File: src/rtl/xgmii_dec_rx.sv
// 64b/66b receive block decoder with a registered XGMII/XLGMII output stage.
// Each 66-bit block decodes independently into lanes, control bits, flags and a data-byte mask.
module xgmii_dec_rx #(
    parameter bit IS_40G       = 1'b1,
    parameter int DATA_W       = 64,
    parameter int HEAD_W       = 2,
    localparam int LANE0_CNT_N = IS_40G ? 1 : 2
) (
    input  logic                   clk,
    input  logic                   nreset,
    input  logic [HEAD_W-1:0]      head_i,
    input  logic [DATA_W-1:0]      data_i,
    output logic [DATA_W-1:0]      xgmii_txd_o,
    output logic [DATA_W/8-1:0]    xgmii_txc_o,
    output logic                   ctrl_v_o,
    output logic                   idle_v_o,
    output logic [LANE0_CNT_N-1:0] start_v_o,
    output logic                   term_v_o,
    output logic                   err_v_o,
    output logic                   ord_v_o,
    output logic [DATA_W/8-1:0]    keep_o
);

    localparam logic [7:0] C_IDLE  = 8'h07;
    localparam logic [7:0] C_START = 8'hFB;
    localparam logic [7:0] C_TERM  = 8'hFD;
    localparam logic [7:0] C_ERR   = 8'hFE;
    localparam logic [7:0] C_SEQ   = 8'h9C;

    logic [DATA_W-1:0]      txd_d, txd_q;
    logic [DATA_W/8-1:0]    txc_d, txc_q;
    logic [DATA_W/8-1:0]    keep_d, keep_q;
    logic [LANE0_CNT_N-1:0] start_d, start_q;
    logic                   ctrl_d, ctrl_q, idle_d, idle_q;
    logic                   term_d, term_q, err_d, err_q, ord_d, ord_q;
    logic [DATA_W-1:0]      dataHi;
    logic [7:0]             blockType;
    int                     termK;

    // Defaults describe the unknown-type / invalid-header block; known types override them.
    always_comb begin
        txd_d     = {8{C_ERR}};
        txc_d     = '1;
        keep_d    = '0;
        start_d   = '0;
        ctrl_d    = 1'b1;
        idle_d    = 1'b0;
        term_d    = 1'b0;
        err_d     = 1'b1;
        ord_d     = 1'b0;
        termK     = -1;
        dataHi    = data_i >> 8;
        blockType = data_i[7:0];

        case (blockType)
            8'h87:   termK = 0;
            8'h99:   termK = 1;
            8'hAA:   termK = 2;
            8'hB4:   termK = 3;
            8'hCC:   termK = 4;
            8'hD2:   termK = 5;
            8'hE1:   termK = 6;
            8'hFF:   termK = 7;
            default: termK = -1;
        endcase

        if (head_i == 2'b01) begin
            txd_d  = data_i;
            txc_d  = '0;
            keep_d = '1;
            ctrl_d = 1'b0;
            err_d  = 1'b0;
        end else if (head_i == 2'b10) begin
            if (blockType == 8'h00 || (blockType == 8'h1E && data_i[63:8] == 56'd0)) begin
                txd_d  = {8{C_IDLE}};
                idle_d = 1'b1;
                err_d  = 1'b0;
            end else if (blockType == 8'h1E) begin
                txd_d = {data_i[63:8], C_ERR};
                txc_d = 8'h01;
            end else if (blockType == 8'h78) begin
                txd_d   = {data_i[63:8], C_START};
                txc_d   = 8'h01;
                keep_d  = 8'hFE;
                start_d = 1'b1;
                err_d   = 1'b0;
            end else if (blockType == 8'h4B) begin
                txd_d  = {{4{C_IDLE}}, data_i[31:8], C_SEQ};
                txc_d  = 8'hF1;
                keep_d = 8'h0E;
                ord_d  = 1'b1;
                err_d  = 1'b0;
            end else if (termK >= 0) begin
                // Data bytes shift down one lane because byte 0 held the block type.
                for (int j = 0; j < 8; j++) begin
                    if (j < termK) begin
                        txd_d[8*j +: 8] = dataHi[8*j +: 8];
                        txc_d[j]        = 1'b0;
                        keep_d[j]       = 1'b1;
                    end else if (j == termK) begin
                        txd_d[8*j +: 8] = C_TERM;
                    end else begin
                        txd_d[8*j +: 8] = C_IDLE;
                    end
                end
                term_d = 1'b1;
                err_d  = 1'b0;
            end else if (!IS_40G) begin
                case (blockType)
                    8'h33: begin
                        txd_d                 = {data_i[63:40], C_START, {4{C_IDLE}}};
                        txc_d                 = 8'h1F;
                        keep_d                = 8'hE0;
                        start_d[LANE0_CNT_N-1] = 1'b1;
                        err_d                 = 1'b0;
                    end
                    8'h66: begin
                        txd_d                 = {data_i[63:40], C_START, data_i[31:8], C_SEQ};
                        txc_d                 = 8'h11;
                        keep_d                = 8'hEE;
                        start_d[LANE0_CNT_N-1] = 1'b1;
                        ord_d                 = 1'b1;
                        err_d                 = 1'b0;
                    end
                    8'h2D: begin
                        txd_d  = {data_i[63:40], C_SEQ, {4{C_IDLE}}};
                        txc_d  = 8'h1F;
                        keep_d = 8'hE0;
                        ord_d  = 1'b1;
                        err_d  = 1'b0;
                    end
                    8'h55: begin
                        txd_d  = {data_i[63:40], C_SEQ, data_i[31:8], C_SEQ};
                        txc_d  = 8'h11;
                        keep_d = 8'hEE;
                        ord_d  = 1'b1;
                        err_d  = 1'b0;
                    end
                    default: ;
                endcase
            end
        end
    end

    always_ff @(posedge clk) begin
        if (!nreset) begin
            txd_q   <= {8{C_IDLE}};
            txc_q   <= '1;
            keep_q  <= '0;
            start_q <= '0;
            ctrl_q  <= 1'b1;
            idle_q  <= 1'b1;
            term_q  <= 1'b0;
            err_q   <= 1'b0;
            ord_q   <= 1'b0;
        end else begin
            txd_q   <= txd_d;
            txc_q   <= txc_d;
            keep_q  <= keep_d;
            start_q <= start_d;
            ctrl_q  <= ctrl_d;
            idle_q  <= idle_d;
            term_q  <= term_d;
            err_q   <= err_d;
            ord_q   <= ord_d;
        end
    end

    assign xgmii_txd_o = txd_q;
    assign xgmii_txc_o = txc_q;
    assign keep_o      = keep_q;
    assign start_v_o   = start_q;
    assign ctrl_v_o    = ctrl_q;
    assign idle_v_o    = idle_q;
    assign term_v_o    = term_q;
    assign err_v_o     = err_q;
    assign ord_v_o     = ord_q;

endmodule

File: config.mk
export PLATFORM = sky130hd
export DESIGN_NAME = xgmii_dec_rx
export DESIGN_NICKNAME = d
export VERILOG_FILES = /design/src/rtl/xgmii_dec_rx.sv
export SDC_FILE = /design/constraint.sdc
export NUM_CORES = 1
export LEC_CHECK = 0
export ABC_AREA = 1
export BUFFER_PORTS_ARGS = -buffer_cell sky130_fd_sc_hd__buf_4
export CORE_MARGIN = 2
export CORE_UTILIZATION = 38
export CTS_CLUSTER_DIAMETER = 30
export DETAILED_ROUTE_END_ITERATION = 10
export SLEW_MARGIN = 25
export SYNTH_ARGS = -nofsm -noshare
export SYNTH_HDL_FRONTEND = slang
export SYNTH_SLANG_ARGS = --single-unit
File: constraint.sdc
create_clock -name clk -period 2.5 [get_ports clk]
set_input_delay 0.625 -clock clk [delete_from_list [all_inputs] [get_ports clk]]
set_output_delay 0.625 -clock clk [all_outputs]
set_load 0.01 [all_outputs]
==> results by group <==
Run status
  – Status: completed

Setup path
  – CP most frequent cell: nand2_1
  – Critical Path Max Stage Delay: 300 ps
  – Critical Path Sink Type: flop
  – CP Class: primary input to flop
  – Startpoint type of the worst setup path: primary input
  – Slowest CP cell: a21oi_2
  – CP Max Fanout: 8
  – Crit-path cells: buf_4 > inv_2 > nand2_1 > nor2_1 > nand2_1 > nand2_1 > nor2_4 > nand2_4 > inv_2 > nand2_1 > nand2_1 > a21oi_2 > a21oi_1
  – Critical path required time: 2720 ps
  – CP Data Arrival Time: 2480 ps
  – Buf/Inv on CP: 3
  – Critical path's top delay family: simple AND/OR/NAND/NOR gates

Timing
  – Worst slew pin tran: 890.4 ps
  – Fin Setup TNS: 0 ps
  – RSZ-0062 raised after global routing: no
  – Max-slew violation count: 0
  – Tcrit/Tclk final: 90.72%
  – Final Critical Period: 2268 ps
  – Achievable frequency: 440.9 MHz
  – Final Hold Vio Count: 0
  – Final setup viols: 0
  – Slew headroom: 40.42%

Clock tree
  – Post-cts sizing count: 0
  – CTS H-tree lvls: 3
  – Post-CTS Hold Buffers: 0
  – Root Driver: clkbuf_16
  – CTS Buf Count: 9
  – Maximum buffer depth of the clock tree: 2
  – Clock sink total: 86
  – Clk pin slew, worst setup/hold paths: 60 ps
  – Setup Buffers After CTS: 0
  – CTS tree: yes

Route
  – Top sig layer: met4
  – Routed vias/inst: 5.249
  – Post-route ant nets: 0
  – Met2 WL post-DR: 8790 µm
  – Pre-Repair DR Iteration Count: 5
  – DR WL met3: 1303 µm
  – Post-DR wirelength/cell: 17.89 µm
  – DRC Markers: 0
  – Routed vias: 5144
  – Routed WL: 17530 µm
  – Routed met1 length: 7012 µm
  – DRT iter0 DRCs: 450

Synthesis
  – Largest area contributor in the netlist: dfxtp_1
  – Synth top area cells: dfxtp_1 40%, nand2_1 12%, o21ai_0 8.7%
  – Ys async rst share: 0%
  – Mapped cell area: 4302 µm²
  – Mapped Nets: 716
  – Post-Syn Instances: 648
  – Top_reg_cell synth: dfxtp_1
  – Share of the synthesized area in the top cell type: 40.02%
  – Register area share after synthesis: 40.02%
  – Netlist cell types: 31
  – #FFs+latches synth: 86
  – EDFF count, synth: 0
  – Yosys Warn Count: 0
  – Syn_area_per_cell: 6.638 µm²

Cells and area
  – Final Util: 56.51%
  – Ant. Diodes: 0
  – Layout cells sized above 1: 29.88%
  – Nets: 905
  – Area growth syn-to-layout: 43.66%
  – Final instance area: 6180 µm²
  – Fin cells: 980

Floorplanning
  – Die area: 12190 µm²
  – # IOs: 154
  – Initial Utilization: 39.34%
  – Die height: 110.4 µm
  – # rows: 38
  – Chip width: 110.4 µm
  – Core Region: 10940 µm²

Power
  – Leak pwr: 3.061 nW
  – Max VDD drop: 0.0004781 V
  – PwrDens: 537.3 nW/µm²
  – Tot Pwr: 3.321 mW

Worst hold path
  – Hold Crit Class: primary input to flop

Place
  – Detailed placement HPWL: 14040 µm
  – Cells after DPL: 966
  – Count of input and output buffers: 153
  – Global placement routability congestion: 0.9232
  – Area after DPL: 5902 µm²

GRT
  – First-pass GRT wire length: 26160 µm
  – Largest net degree at the start of global routing: 50
  – Vias in the first global route: 4938
  – Antenna violations before repair: 0
  – Gr usage total: 29.23%
  – Global route total overflow: 0

Run
  – Max cap viols: 0
-- stage by stage --
stage	setup WS (ps)	hold slack [ps]
6_report	232.0	497.9
3_5_place_dp	-91.15	852.8
3_3_place_gp	-106.7	838.7
4_1_cts	248.4	489.8
2_1_floorplan	546.4	718.1
5_1_grt	61.61	521.0
-- worst min-delay path, delay by kind of cell --
kind,cells,cell delay [ps]
simple gates,2,100
buf+inv,1,90
-- power by group --
part	leakage, nW	switching [mW]	internal, mW
combinational	2.21	0.308	0.247
clock	0.137	0.540	0.757
sequential	0.717	0.0227	1.45
-- Yosys cell counts, drive strengths merged, types with 3 or more instances --
cell type  instances
a21oi             77
a31oi              6
buf               11
clkbuf            13
dfxtp             86
inv               69
nand2            146
nand3             20
nand4              4
nor2             101
nor3               7
o211ai             9
o21ai             82
o21bai             3
o22ai              6
-- worst paths after layout --
path | end | slack, ps | start | cells past startpoint
min | xgmii_txd_o[17] | 500 | data_i[17] | 3
max | xgmii_txd_o[44] | 230 | data_i[0] | 13
-- kinds of logic (layout without fill, tap and decap cells) --
group                  after synthesis  count (layout)  synth area share, %
AOI/OAI and AO/OA                  188             188                23.65
DFF                                 86              86                40.02
and+or+nand+nor                    279             279                27.57
buffers and inverters               95             287                8.755
-- cell usage in the layout (no fill, tap or decap), types with 7 or more instances in the layout --
cell type	n
inv_2	8
nand2_1	134
nand3_1	19
buf_4	201
inv_1	61
nor2_1	94
o21ai_1	7
clkbuf_16	9
dfxtp_1	86
o21ai_0	75
o211ai_1	9
a21oi_1	73
nand2_2	8
-- metal layers --
layer / vias up / track usage [%]
met5: - / 0
met4: 0 / 10.89
met3: 30 / 5.879
met2: 235 / 51.58
met1: 2388 / 34.94
li1: 2491 / -
-- sequential cells by signal (all words and copies together), names as in the netlist --
register,flops
keep_o,8
xgmii_txc_o,8
idle_v_o,1
start_v_o,1
ctrl_v_o,1
term_v_o,1
err_v_o,1
xgmii_txd_o,64
ord_v_o,1
-- cell type report --
type / count / area (µm²)
repair buffers: 202 / 1529
inverters: 71 / 266.5
multi-input cells: 467 / 2210
fillers: 1100 / 4756
flip-flops and latches: 86 / 1722
clock inverters: 5 / 52.55
well taps: 140 / 175.2
clock buffers: 9 / 225.2
(Power assumes the default switching activity.)
